## config.mk

```make
export PLATFORM = sky130hd
export DESIGN_NAME = keccak_round_sequencer
export DESIGN_NICKNAME = d
export VERILOG_FILES = /design/src/rtl/keccak_pkg.sv /design/src/rtl/mod_counter.sv /design/src/rtl/keccak_round_sequencer.sv
export SDC_FILE = /design/constraint.sdc
export NUM_CORES = 1
export LEC_CHECK = 0
export ABC_AREA = 1
export BUFFER_PORTS_ARGS = -buffer_cell sky130_fd_sc_hd__buf_4
export CAP_MARGIN = 20
export CORE_ASPECT_RATIO = 1.4
export CORE_MARGIN = 5
export CORE_UTILIZATION = 40
export DETAILED_ROUTE_END_ITERATION = 8
export PLACE_DENSITY = 0.61
export SLEW_MARGIN = 20
export SYNTH_ARGS = -nofsm -noshare
export SYNTH_HDL_FRONTEND = slang
export SYNTH_SLANG_ARGS = --single-unit
```

## constraint.sdc

```tcl
create_clock -name clk -period 3 [get_ports clk]
set_input_delay 0.45 -clock clk [delete_from_list [all_inputs] [get_ports clk]]
set_output_delay 0.45 -clock clk [all_outputs]
set_load 0.01 [all_outputs]
```

## src/rtl/keccak_pkg.sv

```systemverilog
// Shared constants, step indices and FSM encoding for the Keccak round sequencer.
package keccak_pkg;

    localparam int NUM_ROUNDS = 24;
    localparam int NUM_STEPS  = 5;
    localparam int ROUND_W    = 5;
    localparam int STEP_W     = 3;

    localparam logic [STEP_W-1:0] STEP_THETA = 3'd0;
    localparam logic [STEP_W-1:0] STEP_RHO   = 3'd1;
    localparam logic [STEP_W-1:0] STEP_PI    = 3'd2;
    localparam logic [STEP_W-1:0] STEP_CHI   = 3'd3;
    localparam logic [STEP_W-1:0] STEP_IOTA  = 3'd4;

    typedef enum logic [2:0] {
        ST_IDLE  = 3'd0,
        ST_ISSUE = 3'd1,
        ST_ARM   = 3'd2,
        ST_WAIT  = 3'd3,
        ST_LOAD  = 3'd4,
        ST_DONE  = 3'd5
    } seq_state_t;

    // One-hot start vector for the given step unit.
    function automatic logic [NUM_STEPS-1:0] step_onehot(input logic [STEP_W-1:0] step);
        step_onehot = NUM_STEPS'(1) << step;
    endfunction

endpackage

```

## src/rtl/mod_counter.sv

```systemverilog
// Modulo up-counter with synchronous clear/enable and a terminal-count flag.
module mod_counter #(
    parameter int W   = 3,
    parameter int MAX = 4
) (
    input  logic         clk,
    input  logic         rst,
    input  logic         clear,
    input  logic         enable,
    output logic [W-1:0] count,
    output logic         tc
);

    assign tc = (count == W'(MAX));

    // Count 0..MAX and wrap; clear wins over enable.
    always_ff @(posedge clk) begin
        if (rst || clear) begin
            count <= '0;
        end else if (enable) begin
            count <= tc ? '0 : count + W'(1);
        end
    end

endmodule

```

## src/rtl/keccak_round_sequencer.sv

```systemverilog
// Round/step sequencer for the slice-serial Keccak-f core: issues each step
// unit in order, waits for it, then strobes the state register.
//
// state | meaning
// IDLE  | ready high, waiting for start
// ISSUE | one-cycle start pulse to the current step unit
// ARM   | ignore the stale ready the unit shows while accepting start
// WAIT  | wait for the current unit's ready
// LOAD  | load state register from current step, advance step/round
// DONE  | one-cycle completion pulse
module keccak_round_sequencer
    import keccak_pkg::*;
(
    input  logic                 clk,
    input  logic                 rst,
    input  logic                 start,
    output logic                 ready,
    output logic [NUM_STEPS-1:0] stepStart,
    input  logic [NUM_STEPS-1:0] stepReady,
    output logic [ROUND_W-1:0]   round,
    output logic [STEP_W-1:0]    selStep,
    output logic                 ldState,
    output logic                 done
);

    seq_state_t          state;
    logic [STEP_W-1:0]   step;
    logic                step_tc;
    logic                round_tc;
    logic                accept;
    logic                step_adv;
    logic                round_adv;

    assign accept    = (state == ST_IDLE) && start;
    assign step_adv  = (state == ST_LOAD);
    // Round only advances on a wrap that is not the last one; it then holds
    // at NUM_ROUNDS-1 through Done and Idle until the next accept.
    assign round_adv = step_adv && step_tc && !round_tc;
    assign selStep   = step;

    mod_counter #(
        .W   (STEP_W),
        .MAX (NUM_STEPS - 1)
    ) u_step_cnt (
        .clk    (clk),
        .rst    (rst),
        .clear  (accept),
        .enable (step_adv),
        .count  (step),
        .tc     (step_tc)
    );

    mod_counter #(
        .W   (ROUND_W),
        .MAX (NUM_ROUNDS - 1)
    ) u_round_cnt (
        .clk    (clk),
        .rst    (rst),
        .clear  (accept),
        .enable (round_adv),
        .count  (round),
        .tc     (round_tc)
    );

    // State transitions with outputs registered for the state being entered.
    always_ff @(posedge clk) begin
        if (rst) begin
            state     <= ST_IDLE;
            ready     <= 1'b1;
            stepStart <= '0;
            ldState   <= 1'b0;
            done      <= 1'b0;
        end else begin
            stepStart <= '0;
            ldState   <= 1'b0;
            done      <= 1'b0;
            ready     <= 1'b0;
            case (state)
                ST_IDLE: begin
                    if (start) begin
                        state     <= ST_ISSUE;
                        stepStart <= step_onehot(STEP_THETA);
                    end else begin
                        ready <= 1'b1;
                    end
                end
                ST_ISSUE: state <= ST_ARM;
                ST_ARM:   state <= ST_WAIT;
                ST_WAIT: begin
                    if (stepReady[step]) begin
                        state   <= ST_LOAD;
                        ldState <= 1'b1;
                    end
                end
                ST_LOAD: begin
                    if (step_tc && round_tc) begin
                        state <= ST_DONE;
                        done  <= 1'b1;
                    end else begin
                        state     <= ST_ISSUE;
                        stepStart <= step_onehot(step_tc ? STEP_THETA : step + STEP_W'(1));
                    end
                end
                ST_DONE: begin
                    state <= ST_IDLE;
                    ready <= 1'b1;
                end
                default: begin
                    state <= ST_IDLE;
                    ready <= 1'b1;
                end
            endcase
        end
    end

endmodule

```

# Word-level counts from Yosys, hierarchy flattened
# Cells that the tools add are included.
# word_totals
ff_bits	19
inputBits	8
output_inout_bits	16
word_cells	47
# op_classes
n_addsub	2
magnitude_cmp	1
eq_ne	8
n_shift	1
mux	15
n_bitwise	2
reduce_logical	11
# op_table
op	count
3-bit case mux with 5 select lines	1
3-bit 2-to-1 mux	4
5-bit 2-to-1 mux	2
5-bit case mux with 2 select lines	1
3-bit by 2-bit == test with 1-bit output (second input constant)	2
3-bit == test (second input constant)	2
5-bit by 1-bit adder with 5-bit output (second input constant)	1
5-bit == test (second input constant)	1
1-bit 2-to-1 mux	5
1-bit by 3-bit left shift with 5-bit output (first input constant)	1
1-bit logical AND	4
3-bit by 4-bit < comparator with 1-bit output (second input constant)	1
2-bit != test (second input constant)	2
2-bit OR reduction	2
4-bit OR reduction	1
3-bit by 1-bit adder with 3-bit output (second input constant)	1
1-bit binary-select mux with 3-bit select	1
3-bit by 1-bit == test with 1-bit output (second input constant)	1
3-bit zero test	1
1-bit inverter	2
1-bit case mux with 2 select lines	1
2-bit AND reduction	1
1-bit zero test	1
1-bit logical OR	1

# Depth between registers and ports, before layout
# logic_depth
word_depth	5
depth_mapped	9
mapped_depth_nobuf	9

# Modules after synthesis
# A second synthesis with hierarchy kept.
# hier_totals
hier_cells	137
hier_area_um2	977.2
# by_module_without_submodules
module	n_inst	cells_each	area_each_um2	seq_area_each_um2
keccak_round_sequencer	1	74	556.8	220.2
mod_counter (u_round_cnt)	1	35	240.2	100.1
mod_counter (u_step_cnt)	1	28	180.2	60.1

# Least setup slack after synthesis
# No wires, ideal clock.
# synth_timing
path_kind	register to register
startpoint	register u_step_cnt.count[0]
endpoint	register stepStart[4]
setup_ps	92
t_arrival_ps	1365
t_required_ps	2908
path_slack_ps	1543
stages_incl_launch_ff	8
n_path_buf	0
synth_period_minus_slack_ps	1457
cell_sequence	dfxtp_1 > inv_1 > ha_1 > nor2_1 > nand2_1 > o21ai_0 > inv_1 > nor4_1
# synth_via
elab_chain_len	5
word_cells_on_any_way	7
classes_between	1 x add/sub; 1 x eq/ne; 1 x shift; 3 x mux; 1 x reduce/logical
# synth_lines
element	line	rtl
start: declaration	mod_counter.sv:10	output logic [W-1:0] count,
start signal: assignment	mod_counter.sv:21	count <= tc ? '0 : count + W'(1);
3-bit by 1-bit adder with 3-bit output / 3-bit == test (equally long branches)	keccak_round_sequencer.sv:101, mod_counter.sv:14	
3-bit 2-to-1 mux	keccak_round_sequencer.sv:101	stepStart <= step_onehot(step_tc ? STEP_THETA : step + STEP_W'(1));
1-bit by 3-bit left shift with 5-bit output	keccak_pkg.sv:26	step_onehot = NUM_STEPS'(1) << step;
5-bit 2-to-1 mux (*)	keccak_round_sequencer.sv:96	if (step_tc && round_tc) begin
5-bit case mux with 2 select lines (*)	keccak_round_sequencer.sv:78	case (state)
end signal: assignment	keccak_round_sequencer.sv:82	stepStart <= step_onehot(STEP_THETA);
end signal: assignment	keccak_round_sequencer.sv:101	
end: declaration	keccak_round_sequencer.sv:18	output logic [NUM_STEPS-1:0] stepStart,
# Mark *: on every way between the ends. The rest lies on a longest branch, timed or not.
# A chain may end at the register's enable or synchronous reset.

# Final worst setup path
# layout_timing
startpoint	register u_step_cnt.count[0]
endpoint	register stepStart[1]
# The elaborated chain is that of the path after synthesis.

==> summary.txt <==
status: finished, final reports clean
Post-CTS Setup Bufs: 0
YS warnings: 0
hpwl dp: 1670 um
Final Max Slew Viols: 0
clock sinks: 19
# H-tree levels: 1
sequential cell area fraction in the yosys report: 41.8%
slowest stage cell, crit path: dfxtp_1
Final Cell Area: 0.00114 mm^2
post-synth cell types: 18
setup TNS: 0 ps
layout cells sized above 1: 22.4%
Filler Cells Inserted: 222
Fmax achieved: 614 MHz
top-count cell post-synth: nand2_1
Mean Syn Cell Area: 7.05 um^2
I/O pin total: 24
Tcrit/Tclk final: 54.3%
Post-route DRC: 0
antenna violations before repair: 0
Syn Nets: 140
crit path DAT: 1830 ps
top cells by area, synth: dfxtp_1 42%, nand2_1 12%, inv_1 9.9%
Synth Cell Area: 910 um^2
crit path launch type: flop
kind of critical path: reg2reg
Worst Hold Class: in2reg
Clock Skew: 3.82 ps
fin util: 52.2%
Initial Utilization: 41.8%
Worst Path Required: 3210 ps
maximum clock path buffer count: 2
top cells by count, synth: 30 x nand2_1, 24 x inv_1, 19 x dfxtp_1, 15 x nor2_1, 12 x nand3_1
port buffer count: 23
# resized after CTS: 0
transition time of the tightest slew-check pin: 385 ps
Final Hold Viols: 0
n_diodes: 0
first-pass GRT wire length: 3620 um
TritonCTS clock tree: yes
Site Rows: 20
CTS Hold Bufs: 0
Synth top area share: 41.8%
EDFF count, synth: 0
Worst-Skew Late Latency: 300 ps
Root Driver: clkbuf_4
worst r2r src: u_step_cnt.count[0]
starting DRC count in detailed routing: 9
CP cell instances: inv_1 -> ha_1 -> nand2_2 -> inv_1 -> nor2_1 -> inv_1 -> nor4_1
Crit path max-delay family: simple AND/OR/NAND/NOR gates
Final setup viols: 0
Reg clk slew, reported paths: 110 ps
worst hold start: rst
drt pass-1 iters: 4
area post-placement: 0.00111 mm^2
power density over the cells: 565 mW/mm^2
Post-Synthesis Cells: 129
Via density: 4.93
Core Region: 0.00218 mm^2
total track usage: 14.0%
Yosys top cell by area: dfxtp_1
RD Place Congestion: 0.769
WL final: 2010 um
min cycle time layout: 1630 ps
crit path max fanout: 8
RSZ-0062 raised after global routing: no
CP Capture Type: flop
Routed Antenna Nets: 0
largest net degree at the start of global routing: 12
Top FF cell, synth: dfxtp_1
WL per Instance: 11.3 um
P_leak: 0.523 nW
via count: 877
ys async rst share: 0%
Largest stage delay, worst path: 480 ps
CTS buffer count: 3
worst setup path start: u_step_cnt.count[0]
Rel. slew slack: 74.0%
Die X: 50.3 um
Most common cell on crit path: inv_1
max_cap viols: 0
peak supply drop: 298 uV
DIE AREA: 0.00334 mm^2
final net count: 168
synth-to-layout area growth: 25.0%
Die Ht: 66.4 um
flip-flop and latch count after synthesis: 19
CP Buf/Inv Count: 3
grt ovf: 0
vias in the first global route: 901
## routing by layer
| metal | wire length (um) | global-route usage (%) | vias up | part of all wire [%] |
|---|---|---|---|---|
| met5 | 0 | 0 | - | 0 |
| met4 | 33 | 6.71 | 0 | 1.6 |
| met2 | 1200 | 27.5 | 14 | 59 |
| met3 | 83 | 2.26 | 4 | 4.1 |
| met1 | 700 | 13.4 | 398 | 35 |
| li1 | - | - | 461 | - |
## power by group
group          total [mW]  switching (mW)  internal (mW)
Sequential          0.306          0.0226          0.283
Clock               0.131          0.0814         0.0498
Combinational       0.206           0.131         0.0749
Total               0.642           0.235          0.408
## final cells by class
cell class                      count  area, um^2  share of cell area, %
Multi-Input combinational cell     85         435                   38.3
Sequential cell                    19         380                   33.4
Timing Repair Buffer               23         173                   15.2
Inverter                           25        93.8                   8.25
Tap cell                           22        27.5                   2.42
Clock buffer                        3        22.5                   1.98
Clock inverter                      1        5.00                  0.440
## placed cells by master (no fill, tap or decap), drive strengths merged, types with 2 or more instances in the layout
cell / n
nor2: 16
inv: 25
a211oi: 2
clkbuf: 3
ha: 3
a21oi: 8
nand2: 33
buf: 23
nor4: 3
nand3: 13
nand4: 2
dfxtp: 19
o21ai: 3
## stage by stage
stage,total power [mW],setup slack (ps),cells,hold WS [ps]
after floorplan,0.455,1540,129,506
after global placement,0.517,1380,174,476
after detailed placement,0.520,1360,174,487
after CTS,0.655,1330,178,340
after global routing,0.701,1190,178,354
final,0.642,1370,178,352
## cell families (layout without fill, tap and decap cells)
family	count (synthesis)	in the layout	synth area share [%]
DFF	19	19	41.8
adders and majority gates	3	3	4.13
AOI/OAI and AO/OA	13	13	8.11
buffers and inverters	25	52	10.3
and+or+nand+nor	69	69	35.6
## worst reg2reg max path, cell delays in order, from the launching register on
cell and delay (ps):
dfxtp_1 480, inv_1 130, ha_1 240, nand2_2 100
inv_1 80, nor2_1 160, inv_1 80, nor4_1 260
## final timing paths
check                               to  slack, ps  cells after the start
setup / recovery          stepStart[1]       1370                      7
hold / removal            stepStart[0]        350                      2
setup reg to reg          stepStart[1]       1370                      7
hold reg to reg   u_round_cnt.count[2]        500                      2
## state kept, by name, indices dropped and copies added, names as in the netlist
| signal | cells |
|---|---|
| stepStart | 5 |
| done | 1 |
| ldState | 1 |
| ready | 1 |
| state | 3 |
| u_step_cnt.count | 3 |
| u_round_cnt.count | 5 |
Power figures use the tool's default switching activity.
